===== config.mk =====
export PLATFORM = sky130hd
export DESIGN_NAME = bit_serializer
export DESIGN_NICKNAME = d
export VERILOG_FILES = /design/src/rtl/bit_serializer.sv
export SDC_FILE = /design/constraint.sdc
export NUM_CORES = 1
export LEC_CHECK = 0
export ABC_AREA = 1
export CORE_MARGIN = 5
export CORE_UTILIZATION = 47
export CTS_CLUSTER_DIAMETER = 50
export DETAILED_ROUTE_END_ITERATION = 10
export PLACE_DENSITY = 0.76
export SYNTH_ARGS = -nofsm -noshare
export SYNTH_HDL_FRONTEND = slang
export SYNTH_SLANG_ARGS = --single-unit

===== constraint.sdc =====
create_clock -name clk -period 1.3 [get_ports clk]
set_input_delay 0.26 -clock clk [delete_from_list [all_inputs] [get_ports clk]]
set_output_delay 0.26 -clock clk [all_outputs]
set_load 0.05 [all_outputs]

===== src/rtl/bit_serializer.sv =====
// rtl/bit_serializer.sv - parallel word to serial bit stream with stall and done pulse
module bit_serializer #(
   parameter int WIDTH     = 8,
   parameter int MSB_FIRST = 1
) (
   input  logic             clk,
   input  logic             rst,
   input  logic [WIDTH-1:0] pdata,
   input  logic             load_valid,
   output logic             load_ready,
   input  logic             stall,
   output logic             dout,
   output logic             en,
   output logic             busy,
   output logic             done
);

   localparam int CW   = $clog2(WIDTH);
   localparam int HEAD = (MSB_FIRST != 0) ? WIDTH - 1 : 0;

   typedef enum logic [1:0] {
      IDLE  = 2'd0,
      SHIFT = 2'd1,
      DONE  = 2'd2
   } state_t;

   state_t           state_q, state_d;
   logic [WIDTH-1:0] shreg_q, shreg_d;
   logic [CW-1:0]    cnt_q,   cnt_d;
   logic             accept;

   // Status outputs decode straight from the registered state; only the bit
   // strobe looks at stall so a hold takes effect in the same cycle.
   assign load_ready = (state_q == IDLE) || (state_q == DONE);
   assign busy       = (state_q == SHIFT);
   assign done       = (state_q == DONE);
   assign accept     = load_valid && load_ready;
   assign en         = busy && !stall;
   assign dout       = busy ? shreg_q[HEAD] : 1'b0;

   // Next-state, shift register and bit counter; the counter stops at zero.
   always_comb begin
      state_d = state_q;
      shreg_d = shreg_q;
      cnt_d   = cnt_q;
      case (state_q)
         IDLE, DONE: begin
            if (accept) begin
               state_d = SHIFT;
               shreg_d = pdata;
               cnt_d   = CW'(WIDTH - 1);
            end else begin
               state_d = IDLE;
            end
         end
         SHIFT: begin
            if (!stall) begin
               if (MSB_FIRST != 0) begin
                  shreg_d = {shreg_q[WIDTH-2:0], 1'b0};
               end else begin
                  shreg_d = {1'b0, shreg_q[WIDTH-1:1]};
               end
               if (cnt_q == '0) begin
                  state_d = DONE;
               end else begin
                  cnt_d = cnt_q - CW'(1);
               end
            end
         end
         default: begin
            state_d = IDLE;
            shreg_d = '0;
            cnt_d   = '0;
         end
      endcase
   end

   // State registers; reset aborts any word in flight.
   always_ff @(posedge clk) begin
      if (rst) begin
         state_q <= IDLE;
         shreg_q <= '0;
         cnt_q   <= '0;
      end else begin
         state_q <= state_d;
         shreg_q <= shreg_d;
         cnt_q   <= cnt_d;
      end
   end

endmodule

== Word-level counts from Yosys, hierarchy flattened ==
Index checks and enable logic that the tools add are counted.
Cells by class
  add/sub/neg operators: 1
  eq/ne operators: 6
  mux-type cells: 12
  reductions and logical operators: 10
Operator list (count)
  $mux 8: 2
  $pmux 8 s2: 1
  $mux 3: 3
  $ne 2x2->1 const B: 3
  $pmux 3 s2: 1
  $mux 2: 2
  $pmux 2 s2: 1
  $reduce_and 2->1: 2
  $logic_not 3->1: 1
  $reduce_and 3->1: 1
  $sub 3x1->3 const B: 1
  $eq 2x1->1 const B: 1
  $eq 2x2->1 const B: 1
  $logic_and 1x1->1: 2
  $logic_not 2->1: 1
  $mux 1: 2
  $ne 2x1->1 const B: 1
  $reduce_or 2->1: 1
  $logic_not 1->1: 1
  $logic_or 1x1->1: 1
Word-level totals
  flip-flop bits (word level): 13
  bits of input ports: 12
  output and inout bits: 5
  word-level logic and storage cells: 32

== Logic depth before layout (Yosys ltp) ==
  word-level depth: 5
  depth in mapped cells: 8
  gate-level depth less buffers: 8

== Least setup slack after synthesis ==
OpenSTA, ideal clock, no wires.
  path type: register -> output
  start point: reg state_q[0]
  end point: out dout
  data arrival time: 1186 ps
  data required time: 1040 ps
  path slack: -146 ps
  cell stages (with the launch flop): 4
  buffers on the path: 1
  path through: dfxtp_1 buf_6 nand2_2 nor2_1
Between the ends
  cells in the longest elaborated chain, start to end: 2
RTL lines
  from (decl): RTL line 27  | state_t state_q, state_d;
  from (signal assigned): RTL line 85  | state_q <= state_d;
  $eq 2x1->1: RTL line 35  | assign busy = (state_q == SHIFT);
  $mux 1: RTL line 39  | assign dout = busy ? shreg_q[HEAD] : 1'b0;
  to (decl): RTL line 12  | output logic dout,
No other way between the ends.

== Final worst setup path ==
  start point: reg state_q[0]
  end point: out done
Between the ends
  cells in the longest elaborated chain, start to end: 1
RTL lines
  $eq 2x2->1: RTL line 36  | assign done = (state_q == DONE);
  to (decl): RTL line 15  | output logic done
No other way between the ends.

==> flow_summary.ini <==
[cells_and_area]
nNetsFinal = 151
diodes = 0
area_growth_pct = 51.39
drive_gt1_frac = 0.2794

[pwr]
power_frac_comb = 0.353
powerDensity_nw_per_um2 = 1009
netSwitchingPower_mw = 0.3640
p_leak_nw = 0.5101
sw_frac_of_total = 0.3317
finalPower_mw = 1.097
pwr-share-seq = 0.420
ir_drop_uv = 722.1
power.share.clock = 0.227
p_int_mw = 0.7334

[place]
globalplace.congestion = 0.7758
port_buffers = 16
hpwl_um = 1167

[clock_tree]
holdBufCountCts = 0
clk_pin_slew_ns = 0.08
htree_num_levels = 1
cts_root_buf = clkbuf_4
cts_made_buffers = 3
clock_sinks = 13
cts.path.max_buffers = 2
cts_tree = built
clk_latency_ns = 0.28

[timing]
drv_slew = 0
finalClockSkew_ns = 0.006917
min_period_ns = 1.324
finalWorstSetupSlack_ns = -0.02386
maxSlewHeadroom = 0.8682
hold_violations = 0
clock.fmax_ghz = 0.7554
rsz0062_at_grt = yes
timing.final.crit_share = 1.018
tns_ns = -0.02386
worstMarginPinSlew_ns = 0.1957
finalSetupViolations = 1

[floorplan]
die_area_um2 = 2410
die_h_um = 49.09
num_rows = 14
core_area_um2 = 1471
pin_count = 17
die_x_um = 49.09
start_util = 0.4881

[synth]
yosysTopAreaCell = dfxtp_1
ys_seq_elements = 13
yosys_warnings = 0
ys_types = 18
syn_inst = 109
synthesis.nets = 123
synth_top_area_share = 0.3624
synthTopCellsByArea = dfxtp_1 (36%), nand2_1 (16%), nor2_1 (12%)
syn_avg_cell_area_um2 = 6.589
yosysSeqAreaShare = 0.3624
syn-cell-area_um2 = 718.2

[critical_path]
cpMaxStageDelayCell = dfxtp_4
worstPathRequired_ns = 1.04
critical_path_peak_fanout = 6
path_class = reg -> out
endpoint_kind = output port
cp.arrival_ns = 1.06
critPathLaunchType = flip-flop
slowest_delay_ns = 0.38
path_cells = buf_6 > nor2_4 > buf_12

[global_routing]
antenna_found_initial = 0
grt_pass1_wl_um = 2808
grt_pass1_vias = 696
grt_max_degree = 16
grt_util_all_layers = 0.1499
grt_overflow = 0

[detailed_routing]
antenna_left = 0
drc_errors = 0
postRouteWirelength_um = 1624
wl_per_cell_um = 10.68
drtPass1Iterations = 4
drt_iter0_drc = 12
vias = 717
vias_per_cell = 4.717

[min_path]
hold_class = reg -> reg

[status]
status = finished, violations left
violations = setup timing

[job]
maxCapViolations = 0
[worst max-delay path, delay by kind of cell (launching register included)]
kind / cells / cell delay, ns
and+or+nand+nor: 1 / 0.12
DFF: 1 / 0.38
buffers and inverters: 2 / 0.28
[cells by family (layout without fill, tap and decap cells)]
family	count (synthesis)	after routing	share of synthesized area
adders and majority gates	2	2	0.03484
DFF	13	13	0.3624
AOI/OAI and AO/OA	11	11	0.08187
buffers and inverters	19	46	0.1289
and+or+nand+nor	64	64	0.3920
[state kept, by name, indices dropped and copies added, names as in the netlist]
register and cells:
shreg_q 8, state_q 2, cnt_q 3
[worst paths after layout]
path	startpoint	end	slack (ns)	cells after the start
worst max-delay path	state_q[0]	done	-0.02	3
worst max register to register	cnt_q[0]	cnt_q[2]	0.02	7
worst min-delay path	shreg_q[0]	shreg_q[0]	0.47	2
worst min register to register	shreg_q[0]	shreg_q[0]	0.47	2
[cell usage after synthesis, drive strengths merged]
| cell | count |
|---|---|
| nor2 | 23 |
| clkinv | 1 |
| a21oi | 2 |
| o21ai | 9 |
| nor3 | 1 |
| nand2 | 36 |
| dfxtp | 13 |
| ha | 2 |
| buf | 3 |
| nand3 | 4 |
| inv | 15 |
[power groups by stage]
stage                     registers [mW]  logic (mW)  clock network (mW)
final                              0.461       0.387               0.249
after global routing               0.465       0.432               0.279
after CTS                          0.461       0.381               0.258
after detailed placement           0.466       0.353                   0
after global placement             0.464       0.340                   0
after floorplan                    0.460       0.234                   0
[timing repair]
action,4_1_cts,5_1_grt
gates resized for setup,17,2
setup endpoints to repair,7,8
endpoints found under the hold margin,0,0
pin swaps,4,3
setup buffers,4,0
[cell usage in the layout, fill, tap and decap left out, types with 2 or more instances in the layout]
cell              n
buf_12            6
buf_4             8
clkbuf_4          3
clkdlybuf4s50_1  10
dfxtp_1          10
dfxtp_2           2
inv_1            12
inv_4             3
nand2_1          30
nand2_2           3
nand2_4           2
nand3_1           2
nand3_2           2
nor2_1           19
nor2_4            3
o21ai_0           9
[routing by layer]
metal / wire length [um] / up-vias / track usage
met1: 645 / 323 / 0.1455
li1: - / 381 / -
met3: 72 / 2 / 0.06422
met4: 13 / 0 / 0.05830
met2: 892 / 11 / 0.2725
met5: 0 / - / 0
[through the flow]
step	util	cell area [um^2]	hold WS, ns	setup slack [ns]	std cells
6_report	0.7389	1087	0.4661	-0.02386	152
5_1_grt	0.7389	1087	0.4869	-0.07372	152
4_1_cts	0.7355	1082	0.4685	-0.01922	152
3_5_place_dp	0.6548	963.4	0.4578	-0.08113	144
3_3_place_gp	0.6548	963.4	0.4538	-0.05469	144
2_1_floorplan	-	718.2	0.3224	-0.1457	109
[area by class of cell]
cell class,count,area (um^2)
tap,16,20.02
multi-input combinational,77,406.6
sequential,13,266.5
clock buffer,4,26.28
timing repair buffer,26,300.3
inverter,16,67.56
fill,119,384.1
(Power assumes the default switching activity.)
